### src/rtl/ifetch_pkg.sv
// Shared types and constants for the instruction fetch unit.
package ifetch_pkg;

  typedef enum logic [1:0] {
    REQ   = 2'd0,
    WAIT  = 2'd1,
    HOLD  = 2'd2,
    FAULT = 2'd3
  } state_t;

  localparam logic [1:0] FC_NONE     = 2'b00;
  localparam logic [1:0] FC_MISALIGN = 2'b01;
  localparam logic [1:0] FC_TIMEOUT  = 2'b10;

  localparam logic [31:0] DEFAULT_RESET_PC = 32'h0000_3000;

endpackage

### src/rtl/ifetch_unit.sv
// PC register plus request/grant/response fetch FSM with a single-entry
// decode hand-off, memory timeout and misaligned-target fault capture.
module ifetch_unit
  import ifetch_pkg::*;
#(
  parameter logic [31:0] RESET_PC = DEFAULT_RESET_PC,
  parameter int unsigned TIMEOUT  = 16,
  parameter int unsigned CNT_W    = 16
) (
  input  logic        clk,
  input  logic        rst,
  input  logic [31:0] npc_in,
  output logic [31:0] pc,
  output logic        imem_req,
  output logic [31:0] imem_addr,
  input  logic        imem_gnt,
  input  logic        imem_rvalid,
  input  logic [31:0] imem_rdata,
  output logic        if_valid,
  input  logic        if_ready,
  output logic [31:0] if_instr,
  output logic        fetch_fault,
  output logic [1:0]  fault_cause,
  output logic [31:0] fault_addr
);

  // Last counter value before a timeout fires; unused when TIMEOUT is 0.
  localparam logic [CNT_W-1:0] CNT_LAST =
    (TIMEOUT == 0) ? '0 : CNT_W'(TIMEOUT - 1);

  state_t            state, state_next;
  logic [CNT_W-1:0]  cnt;
  logic              cnt_clr, cnt_inc;
  logic              load_instr, load_pc, set_fault;
  logic [1:0]        cause_next;
  logic [31:0]       faddr_next;

  always_ff @(posedge clk) begin
    if (rst) begin
      state       <= REQ;
      pc          <= RESET_PC;
      if_instr    <= '0;
      fault_cause <= FC_NONE;
      fault_addr  <= '0;
      cnt         <= '0;
    end else begin
      state <= state_next;
      if (cnt_clr)
        cnt <= '0;
      else if (cnt_inc)
        cnt <= cnt + CNT_W'(1);
      if (load_instr)
        if_instr <= imem_rdata;
      if (load_pc)
        pc <= npc_in;
      if (set_fault) begin
        fault_cause <= cause_next;
        fault_addr  <= faddr_next;
      end
    end
  end

  always_comb begin
    state_next = state;
    cnt_clr    = 1'b0;
    cnt_inc    = 1'b0;
    load_instr = 1'b0;
    load_pc    = 1'b0;
    set_fault  = 1'b0;
    cause_next = FC_NONE;
    faddr_next = '0;
    case (state)
      REQ: begin
        if (imem_gnt) begin
          state_next = WAIT;
          cnt_clr    = 1'b1;
        end
      end
      WAIT: begin
        // A response arriving on the timeout cycle takes priority.
        if (imem_rvalid) begin
          load_instr = 1'b1;
          state_next = HOLD;
        end else if (TIMEOUT != 0 && cnt == CNT_LAST) begin
          state_next = FAULT;
          set_fault  = 1'b1;
          cause_next = FC_TIMEOUT;
          faddr_next = pc;
        end else begin
          cnt_inc = 1'b1;
        end
      end
      HOLD: begin
        if (if_ready) begin
          load_pc = 1'b1;
          if (npc_in[1:0] == 2'b00) begin
            state_next = REQ;
          end else begin
            state_next = FAULT;
            set_fault  = 1'b1;
            cause_next = FC_MISALIGN;
            faddr_next = npc_in;
          end
        end
      end
      FAULT: state_next = FAULT;
      default: state_next = REQ;
    endcase
  end

  // Status outputs are forced low while reset is held, regardless of state.
  assign imem_req    = (state == REQ)   && !rst;
  assign if_valid    = (state == HOLD)  && !rst;
  assign fetch_fault = (state == FAULT) && !rst;
  assign imem_addr   = pc;

endmodule

### config.mk
export PLATFORM = sky130hd
export DESIGN_NAME = ifetch_unit
export DESIGN_NICKNAME = d
export VERILOG_FILES = /design/src/rtl/ifetch_pkg.sv /design/src/rtl/ifetch_unit.sv
export SDC_FILE = /design/constraint.sdc
export NUM_CORES = 1
export LEC_CHECK = 0
export CAP_MARGIN = 20
export CORE_ASPECT_RATIO = 0.5
export CORE_MARGIN = 10
export CORE_UTILIZATION = 30
export CTS_CLUSTER_DIAMETER = 80
export CTS_CLUSTER_SIZE = 16
export DETAILED_ROUTE_END_ITERATION = 10
export SLEW_MARGIN = 0
export SYNTH_ARGS = -nofsm -noshare
export SYNTH_HDL_FRONTEND = slang
export SYNTH_SLANG_ARGS = --single-unit
### constraint.sdc
create_clock -name clk -period 2.2 [get_ports clk]
set_input_delay 0.33 -clock clk [delete_from_list [all_inputs] [get_ports clk]]
set_output_delay 0.33 -clock clk [all_outputs]
set_load 0.01 [all_outputs]
### Word level (Yosys, flattened, before mapping)

Index checks and enable logic that the tools add are counted.

| word-level totals | value |
|---|---|
| flip-flop bits (word level) | 116 |
| input port bits | 69 |
| output and inout bits | 133 |
| logic and storage cells | 52 |

| operators by class | value |
|---|---|
| $add $sub $neg | 1 |
| equal/unequal tests | 7 |
| mux-type cells | 30 |
| reduce and logical (&&, ||, !) cells | 8 |

Operators with widths:

| cell | count |
|---|---|
| $mux W32 | 4 |
| $pmux W32 S2 | 1 |
| $add A16 B1 Y16 const B | 1 |
| $eq A16 B4 Y1 const B | 1 |
| $mux W1 | 15 |
| $mux W2 | 7 |
| $pmux W2 S4 | 1 |
| $eq A2 B2 Y1 const B | 2 |
| $logic_not A2 Y1 | 2 |
| $ne A2 B2 Y1 const B | 2 |
| $pmux W2 S2 | 1 |
| $logic_and A1 B1 Y1 | 3 |
| $ne A3 B3 Y1 const B | 1 |
| $reduce_and A3 Y1 | 1 |
| $eq A2 B1 Y1 const B | 1 |
| $pmux W1 S2 | 1 |
| $reduce_or A2 Y1 | 1 |
| $logic_not A1 Y1 | 1 |

### Longest topological paths before layout

| logic depth | value |
|---|---|
| depth after elaboration | 4 |
| mapped depth | 8 |
| gate-level depth less buffers | 6 |

### Worst setup path before layout

No wires, ideal clock.

| timing | value |
|---|---|
| path kind | flip-flop to flip-flop |
| start point | reg state[0] |
| end point | reg fault_addr[1] |
| data arrival time | 1.777 ns |
| required time | 2.050 ns |
| path slack | 0.273 ns |
| cell stages (with the launch flop) | 9 |
| path buffers | 2 |
| clock period less this slack | 1.927 ns |
| path through | dfxtp_1 > inv_1 > ha_1 > buf_1 > inv_1 > nor3_2 > a22o_2 > buf_6 > a221oi_1 |

| on the way | value |
|---|---|
| longest elaborated chain between the ends | 2 |

Ends and longest elaborated chain:

| item | RTL line | text |
|---|---|---|
| start: declaration | ifetch_unit.sv:31 | `state_t state, state_next;` |
| start signal: assignment | ifetch_unit.sv:47 | `state <= state_next;` |
| $eq A2 B2 Y1 or $eq A2 B1 Y1 (tied branches) | ifetch_unit.sv:72 | `case (state)` |
| $pmux W32 S2 or $pmux W1 S2 (tied branches) | ifetch_unit.sv:72 |  |
| end signal: assignment | ifetch_unit.sv:58 | `fault_addr <= faddr_next;` |
| end: declaration | ifetch_unit.sv:24 | `output logic [31:0] fault_addr` |

Several ways; a longest one is shown, not always the timed one.
A chain may end at the register's enable or synchronous reset.

### Worst setup path in the final report

| timing | value |
|---|---|
| start point | reg state[0] |
| end point | out imem_req |

| on the way | value |
|---|---|
| longest elaborated chain between the ends | 2 |

Ends and longest elaborated chain:

| item | RTL line | text |
|---|---|---|
| $logic_not A2 Y1 | ifetch_unit.sv:112 | `assign imem_req = (state == REQ) && !rst;` |
| $logic_and A1 B1 Y1 | ifetch_unit.sv:112 |  |
| end: declaration | ifetch_unit.sv:14 | `output logic imem_req,` |

No other way between the ends.

==> qor.yml <==
layout:
  final_cell_mix: "clkdlybuf4s50_1, nand2_1, dfxtp_1, a21oi_1, a32oi_1"
  antenna_cells: 0
  drive_above_1_share_pct: 13.4
  nets: 838
  mostFrequentLayoutCell: "clkdlybuf4s50_1"
  final_core_util_pct: 45.6
  regArea_um2: 2320
  area_delta_synth_final_pct: 47.9
  fill_cells: 1709
  multi_input_area_um2: 2470
  fin_area_um2: 7990
global_route:
  grt_pass1_vias: 4908
  grt.overflow.total: 0
  antenna_found_initial: 0
  grt_max_degree: 67
  grt_pass1_wl_um: 27900
  grtUsageTotal_pct: 14.2
clocking:
  cts-root-buf: "clkbuf_16"
  clk_pin_slew_ns: 0.06
  cts_max_path_buffers: 2
  cts_buffers: 17
  clk_latency_ns: 0.40
  clock_sinks: 116
  cts_tree: "done"
  cts_htree_levels: 4
  ctsHoldBuffers: 0
pwr:
  p_leak_nw: 2.63
  powerDensity_nw_per_um2: 897
  peakVddDrop_mv: 0.635
placed_design:
  port_buffers: 201
  place_ws_ns: -0.0178
  dpl.hpwl_um: 12800
  post_dp_cell_area_um2: 7340
  place_congestion: 0.781
critical_path:
  path_max_fanout: 5
  crit_required_ns: 1.87
  critical_path_class: "reg2out"
  end_kind: "output pin"
  startpoint_type: "register"
  r2r_cells: 5
  worstPathArrival_ns: 1.77
synth:
  ys_seq_area_share_pct: 43.0
  synth.net_count: 676
  synth-main-ff-cell: "dfxtp_1"
  syn_inst: 601
  async_reset_ff_share_pct: 0
  synth_edf_count: 0
  synth_area_per_cell_um2: 8.99
  yosysWarnings: 0
  ys_types: 53
  netlist_area_um2: 5400
  ys_seq_elements: 116
detailed_routing:
  remaining_drc_errors: 0
  vias: 4970
  finalWirelength_um: 17900
  first_iter_violations: 212
  viasPerCell: 4.93
  detail_route.first_pass.iterations: 5
  wl_per_cell_um: 17.8
  ant_nets: 0
hold_path:
  holdPathStages: 3
  hold_path.class: "in2reg"
timing:
  tns_ns: 0
  hold_viol: 0
  min_period_ns: 2.10
  slew_headroom_pct: 39.9
  worst_slack_ns: 0.0975
  fin_crit_sh_pct: 95.6
  worstMarginPinSlew_ns: 0.901
  fmax_mhz: 476
  grt_setup_unrepaired: "true"
  drv_slew: 0
  setup_viol: 0
  finClkSkew_ns: 0.00836
floorplan:
  fp.dieW_um: 210
  core_area_um2: 17500
  rows: 34
  start_util_pct: 30.8
  dieHeight_um: 115
  die_area_um2: 24100
  io-pin-count: 202
flow_run:
  drv_cap: 0
run_status:
  status: "finished, final reports clean"
-- final cells by class --
cell class / count / area share (%)
Inverter: 8 / 0.376
Clock buffer: 22 / 5.93
Sequential cell: 116 / 29.1
Timing Repair Buffer: 227 / 28.2
Tap cell: 234 / 3.66
Clock inverter: 9 / 1.89
Multi-Input combinational cell: 393 / 30.9
-- flip-flops by register name, summed over array words and instances, names as in the netlist --
| name | cells |
|---|---|
| fault_addr | 32 |
| if_instr | 32 |
| imem_addr | 32 |
| cnt | 16 |
| fault_cause | 2 |
| state | 2 |
-- repair_timing --
item / CTS / global route
resized for setup: 1 / 5
buffers inserted: 0 / 1
setup endpoints to repair: 1 / 12
endpoints found under the hold margin: 0 / 0
pin swaps: 0 / 1
-- final timing paths --
path | slack [ns] | to | startpoint
hold / removal | 0.41 | cnt[15]$_SDFFE_PP0P_ | rst
hold reg to reg | 0.45 | if_instr[8]$_SDFFE_PP0P_ | if_instr[8]$_SDFFE_PP0P_
setup / recovery | 0.1 | imem_req | state[0]$_SDFFE_PP0P_
setup reg to reg | 0.12 | fault_addr[1]$_SDFFE_PP0P_ | cnt[11]$_SDFFE_PP0P_
-- layer usage --
metal | routed length (µm) | GRT usage [%]
met1 | 7590 | 16.5
met2 | 9320 | 24.7
met3 | 784 | 3.79
met4 | 226 | 5.72
met5 | 0 | 0
-- logic make-up after synthesis --
logic type	share of synthesized area [%]
compound gates	27.3
xor+xnor	0.324
fa+ha+maj	1.39
buf+inv	11.8
flops	43.0
simple gates	16.3
-- Yosys cell counts, types with 2 or more instances --
library cell / n / area share, %
dfxtp_1: 116 / 43
o21ai_0: 5 / 0.46
inv_1: 8 / 0.56
a221oi_2: 30 / 8.3
nand2_1: 139 / 9.7
a221oi_1: 3 / 0.49
nand3_1: 6 / 0.56
ha_1: 6 / 1.4
a32oi_1: 32 / 5.2
nor2b_1: 4 / 0.46
or4_1: 7 / 0.97
buf_6: 8 / 1.7
clkbuf_8: 9 / 2.3
o211ai_1: 4 / 0.56
buf_4: 36 / 5.0
clkbuf_1: 28 / 1.9
or3_1: 5 / 0.58
and2_1: 3 / 0.35
a21oi_1: 106 / 9.8
nand4_1: 3 / 0.35
or4_4: 3 / 0.63
o31ai_1: 4 / 0.56
nor2_1: 5 / 0.35
nand3b_1: 2 / 0.28
-- worst max-delay path: stages, from the launching register on --
cell             delay [ns]
dfxtp_1                0.34
inv_2                  0.13
ha_2                   0.23
nor2b_1                0.13
clkdlybuf4s50_1        0.54
-- through the flow --
step	hold slack (ns)	power, mW	std cells
2_1_floorplan	0.447	3.46	601
3_3_place_gp	0.441	4.24	977
3_5_place_dp	0.446	4.26	977
4_1_cts	0.389	7.24	1008
5_1_grt	0.445	7.52	1009
6_report	0.412	7.17	1009
-- power by group --
part | switching (mW) | total, mW | internal (mW)
Combinational | 0.988 | 1.81 | 0.821
Clock | 0.965 | 2.94 | 1.98
Sequential | 0.137 | 2.42 | 2.29
Power figures use the tool's default switching activity.
